[src/rtl/qcm_pkg.sv]
// rtl/qcm_pkg.sv - shared Pauli literal encoding and row sequencer state enum
package qcm_pkg;

    localparam logic [1:0] LIT_I = 2'b00;
    localparam logic [1:0] LIT_Z = 2'b01;
    localparam logic [1:0] LIT_X = 2'b10;
    localparam logic [1:0] LIT_Y = 2'b11;

    typedef enum logic [1:0] {
        ST_IDLE,
        ST_INIT,
        ST_SCAN,
        ST_DONE
    } seq_state_t;

    function automatic logic lit_has_x(input logic [1:0] lit);
        return (lit == LIT_X) || (lit == LIT_Y);
    endfunction

    function automatic logic lit_has_z(input logic [1:0] lit);
        return (lit == LIT_Z) || (lit == LIT_Y);
    endfunction

endpackage

[src/rtl/tableau_row_sequencer_row_bank.sv]
// rtl/tableau_row_sequencer_row_bank.sv - stabilizer row register file, one write port, combinational read
module row_bank #(
    parameter int num_qubit = 4,
    parameter int addr_w    = 2
) (
    input  logic                       clk,
    input  logic                       rst_new,
    input  logic                       wr_en,
    input  logic [addr_w-1:0]          wr_addr,
    input  logic [num_qubit-1:0][1:0]  wr_literals,
    input  logic                       wr_phase,
    input  logic [addr_w-1:0]          rd_addr,
    output logic [num_qubit-1:0][1:0]  rd_literals,
    output logic                       rd_phase
);

    logic [num_qubit-1:0][1:0] lit_mem [num_qubit];
    logic [num_qubit-1:0]      phase_bits;

    // Addresses past the last row (non power-of-two banks) are dropped.
    always_ff @(posedge clk or posedge rst_new) begin
        if (rst_new) begin
            for (int i = 0; i < num_qubit; i++) begin
                lit_mem[i] <= '0;
            end
            phase_bits <= '0;
        end else if (wr_en && (int'(wr_addr) < num_qubit)) begin
            lit_mem[wr_addr]    <= wr_literals;
            phase_bits[wr_addr] <= wr_phase;
        end
    end

    assign rd_literals = lit_mem[rd_addr];
    assign rd_phase    = phase_bits[rd_addr];

endmodule

[src/rtl/tableau_row_sequencer.sv]
// rtl/tableau_row_sequencer.sv - walks the stabilizer rows and drives Q/Q2 load strobes for one column
module tableau_row_sequencer
    import qcm_pkg::*;
#(
    parameter  int num_qubit = 4,
    localparam int addr_w    = (num_qubit > 1) ? $clog2(num_qubit) : 1,
    localparam int col_w     = addr_w + 1
) (
    input  logic                       clk,
    input  logic                       rst_new,
    input  logic                       start,
    input  logic [col_w-1:0]           col_sel,
    input  logic                       wr_en,
    input  logic [addr_w-1:0]          wr_addr,
    input  logic [num_qubit-1:0][1:0]  wr_literals,
    input  logic                       wr_phase,
    output logic [num_qubit-1:0][1:0]  literals_out,
    output logic                       phase_out,
    output logic                       ld_Q,
    output logic                       ld_Q2,
    output logic                       load_Q_mux,
    output logic                       load_rotate_Q,
    output logic                       busy,
    output logic                       done
);

    seq_state_t                state;
    logic [addr_w-1:0]         ptr;
    logic [col_w-1:0]          col_q;
    logic [num_qubit-1:0][1:0] row_lits;
    logic                      row_phase;
    logic                      col_ok;
    logic [1:0]                sel_lit;

    row_bank #(
        .num_qubit (num_qubit),
        .addr_w    (addr_w)
    ) u_row_bank (
        .clk         (clk),
        .rst_new     (rst_new),
        .wr_en       (wr_en && (state == ST_IDLE)),
        .wr_addr     (wr_addr),
        .wr_literals (wr_literals),
        .wr_phase    (wr_phase),
        .rd_addr     (ptr),
        .rd_literals (row_lits),
        .rd_phase    (row_phase)
    );

    always_ff @(posedge clk or posedge rst_new) begin
        if (rst_new) begin
            state <= ST_IDLE;
            ptr   <= '0;
            col_q <= '0;
        end else begin
            case (state)
                ST_IDLE: begin
                    if (start) begin
                        state <= ST_INIT;
                        col_q <= col_sel;
                    end
                end
                ST_INIT: begin
                    state <= ST_SCAN;
                    ptr   <= '0;
                end
                ST_SCAN: begin
                    if (ptr == addr_w'(num_qubit - 1)) begin
                        state <= ST_DONE;
                        ptr   <= '0;
                    end else begin
                        ptr <= ptr + addr_w'(1);
                    end
                end
                ST_DONE: begin
                    state <= ST_IDLE;
                end
                default: state <= ST_IDLE;
            endcase
        end
    end

    // An out-of-range column matches nothing, so SCAN never strobes.
    assign col_ok = (col_q < col_w'(num_qubit));

    always_comb begin
        sel_lit = LIT_I;
        if (col_ok) begin
            sel_lit = row_lits[col_q[addr_w-1:0]];
        end
    end

    always_comb begin
        literals_out = {num_qubit{LIT_I}};
        phase_out    = 1'b0;
        ld_Q         = 1'b0;
        ld_Q2        = 1'b0;
        load_Q_mux   = 1'b0;
        done         = 1'b0;
        case (state)
            ST_INIT: begin
                ld_Q  = 1'b1;
                ld_Q2 = 1'b1;
            end
            ST_SCAN: begin
                literals_out = row_lits;
                phase_out    = row_phase;
                load_Q_mux   = 1'b1;
                ld_Q         = lit_has_x(sel_lit);
                ld_Q2        = lit_has_z(sel_lit);
            end
            ST_DONE: begin
                done = 1'b1;
            end
            default: ;
        endcase
    end

    assign busy          = (state != ST_IDLE);
    assign load_rotate_Q = 1'b0;

endmodule

[config.mk]
export PLATFORM = sky130hd
export DESIGN_NAME = tableau_row_sequencer
export DESIGN_NICKNAME = d
export VERILOG_FILES = /design/src/rtl/qcm_pkg.sv /design/src/rtl/tableau_row_sequencer_row_bank.sv /design/src/rtl/tableau_row_sequencer.sv
export SDC_FILE = /design/constraint.sdc
export NUM_CORES = 1
export LEC_CHECK = 0
export ABC_AREA = 1
export BUFFER_PORTS_ARGS = -buffer_cell sky130_fd_sc_hd__buf_2
export CAP_MARGIN = 20
export CORE_ASPECT_RATIO = 0.5
export CORE_MARGIN = 2
export CORE_UTILIZATION = 35
export CTS_CLUSTER_DIAMETER = 100
export DETAILED_ROUTE_END_ITERATION = 16
export PLACE_DENSITY = 0.64
export RECOVER_POWER = 50
export SLEW_MARGIN = 20
export SYNTH_ARGS = -nofsm -noshare
export SYNTH_HDL_FRONTEND = slang
export SYNTH_HIERARCHICAL = 1
export SYNTH_SLANG_ARGS = --single-unit
[constraint.sdc]
create_clock -name clk -period 4.7 [get_ports clk]
set_input_delay 0.705 -clock clk [delete_from_list [all_inputs] [get_ports clk]]
set_output_delay 0.705 -clock clk [all_outputs]
set_load 0.03 [all_outputs]
==> impl_metrics.toml <==
[clocking]
holdBufCountCts = 0
cts_tree = "done"
insertion_delay_ns = 0.29
cts.root.buffer_cell = "clkbuf_16"
h-tree-depth = 2
clock_sinks = 43
cts.clk_slew.worst_paths_ns = 0.06
post_cts_resized = 0
clockBufferDepth = 2
numCtsBuffers = 5
post_cts_buffers = 0

[global_routing]
grt_use_total_pct = 16.84
grt_overflow = 0
grt_start_max_net_pins = 37
antenna_found_initial = 0
grt_pass1_vias = 1989
grt_pass1_wl_mm = 10.17

[place]
io_buffers = 31
hpwl_mm = 4.426
placed_area_um2 = 2721
place_congestion = 0.8642

[route]
detail_route.wl_per_cell_um = 13.26
drt-initial-drc-count = 201
drc = 0
ant_nets = 0
dr.pass1.iters = 4
via_per_inst = 4.746
vias = 2240
wl_mm = 6.257

[sta]
tns_ns = 0
rsz0062_at_grt = "false"
maxSlewViolCount = 37
max_slew_margin_pct = -28.80
layout_worst_path_cycle_share_pct = 63.78
layout_min_cycle_time_ns = 2.998
hold_ws_ns = 0.3542
worst_pin_slew_ns = 1.932
clock.fmax_ghz = 0.3336
finalSetupViolCount = 0
skew_ns = 0.009753
hold_viol = 0

[floorplan]
initial_core_util_pct = 36.90
fp.dieW_um = 124.0
dieHeight_um = 64.02
floorplan.die_area_um2 = 7939
ios = 33
rows = 21
coreArea_um2 = 6832

[pwr]
cellLeakagePower_nw = 1.703
finalPower_mw = 1.930
power.density_nw_per_um2 = 671.8
vdd_drop_max_mv = 0.2061

[synthesis]
ys_seq_elements = 43
syn-cell-area_um2 = 2521
synth_most_common_cell = "nand2_1"
synth-edff-count = 0
async_reset_ff_share_pct = 100.0
synth_area_leaders = "dfrtp_1, nand2_1, inv_1, nand3_1, nand4_1"
synthAdderAreaFrac_pct = 2.481
synth_ff_type = "dfrtp_1"
synth_top_family_by_area = "simple AND/OR/NAND/NOR gates"
synth.area.mux_share_pct = 0.4467
synth_compound_area_share_pct = 4.665
yosys-top-cells-count = "nand2_1, inv_1, dfrtp_1"
avgSynthCellArea_um2 = 7.183
synthDistinctLibCells = 23
synth_top_area_share_pct = 42.68
synthCells = 351
yosysSeqAreaShare_pct = 42.68
synth-xor-area-share_pct = 0
syn_nets = 374
synth-simple-area-share_pct = 34.74
synth_warnings = 6
synth_top_cell_by_area = "dfrtp_1"

[layout]
final_util_pct = 42.05
fin_area_um2 = 2873
nets = 402
drive_above_1_share_pct = 15.79
areaGrowthSynthToFinish_pct = 13.95
diodes = 0

[critical_path]
arrival_ns = 2.29
cp-end-kind = "primary output"
timing.rr.start = "state[0]"
path_buf_inv = 3
critPathRequiredTime_ns = 3.99
cp_slowest_stage_delay_ns = 0.77
crit_top_cell = "nand2_1"
crit_start = "ptr[0]"
critical_path_class = "reg -> out"
crit_path_cell_trace = "inv_2, nand2_1, nand3_1, nand2_1, inv_1, nand2_1, nand3_1, nand2_1, nand2_1, a21oi_1, buf_2"
cp-start-kind = "flop"
path_delay_family = "flip-flops"
critPathSlowestCell = "dfrtp_1"
path_max_fanout = 22

[run_status]
status = "complete, but fails checks"
violations = "max-capacitance violations, max-slew violations"

[hold_path]
hold_class = "in -> async"

[run]
maxCapViolations = 1
## power breakdown
part	switching, mW	total, mW	internal [mW]
combinational	0.607	0.895	0.288
sequential	0.131	0.670	0.539
clock	0.152	0.365	0.213
total	0.891	1.93	1.04
## state kept, by name, indices dropped and copies added, names as in the netlist
name and flops:
u_row_bank/lit_mem 32, state 2, col_q 3, u_row_bank/phase_bits 4, ptr 2
## kinds of logic (layout without fill, tap and decap cells)
logic type      Yosys count  count (layout)
flops                    43              43
compound gates           16              16
mux                       1               1
fa+ha+maj                 5               5
other cells               1               1
buf+inv                  89             118
simple gates            196             196
## cell type report
cell class / instances / area, um^2
inverters: 77 / 289.0
fillers: 712 / 3959
clock buffers: 6 / 138.9
repair buffers: 33 / 166.4
flip-flops and latches: 43 / 1076
multi-input cells: 219 / 1071
clock inverters: 2 / 16.27
well taps: 92 / 115.1
## final timing paths
kind | to | slack, ns | cells after the start
min in group clk | u_row_bank/lit_mem[9] | 0.48 | 2
worst max-delay path | ld_Q | 1.70 | 11
max in group asynchronous | u_row_bank/lit_mem[26] | 2.48 | 3
worst min-delay path | col_q[1] | 0.35 | 2
worst max register to register | u_row_bank/lit_mem[14] | 2.62 | 8
worst min register to register | u_row_bank/lit_mem[9] | 0.48 | 2
## placed cells by master, fill, tap and decap left out, types with 2 or more instances in the layout
master,count
a21oi_1,4
buf_2,31
clkbuf_16,5
dfrtp_1,43
ha_1,5
inv_1,72
inv_2,4
nand2_1,135
nand2_2,2
nand3_1,33
nand3_4,3
nand4_1,18
nor2_1,4
o21ai_2,9
## worst reg2reg max path, delay by kind of cell, from the launching register on
family                   cells  cell delay (ns)
buffers and inverters        3             0.96
AND/OR/NAND/NOR              4             0.43
flip-flops                   1             0.40
adder cells (fa/ha/maj)      1             0.20
## layer usage
layer	up-vias	track usage, %	wire (um)
met4	0	4.494	52
met2	87	21.29	2420
li1	1129	-	-
met1	1018	26.94	3231
met3	6	4.911	553
met5	-	0	0
## metrics by stage
step / setup WS [ns] / std cells
3_3_place_gp: 2.054 / 464
3_5_place_dp: 2.050 / 464
6_report: 1.702 / 472
4_1_cts: 1.717 / 472
2_1_floorplan: 2.293 / 351
5_1_grt: 1.456 / 472
(Power assumes the default switching activity.)
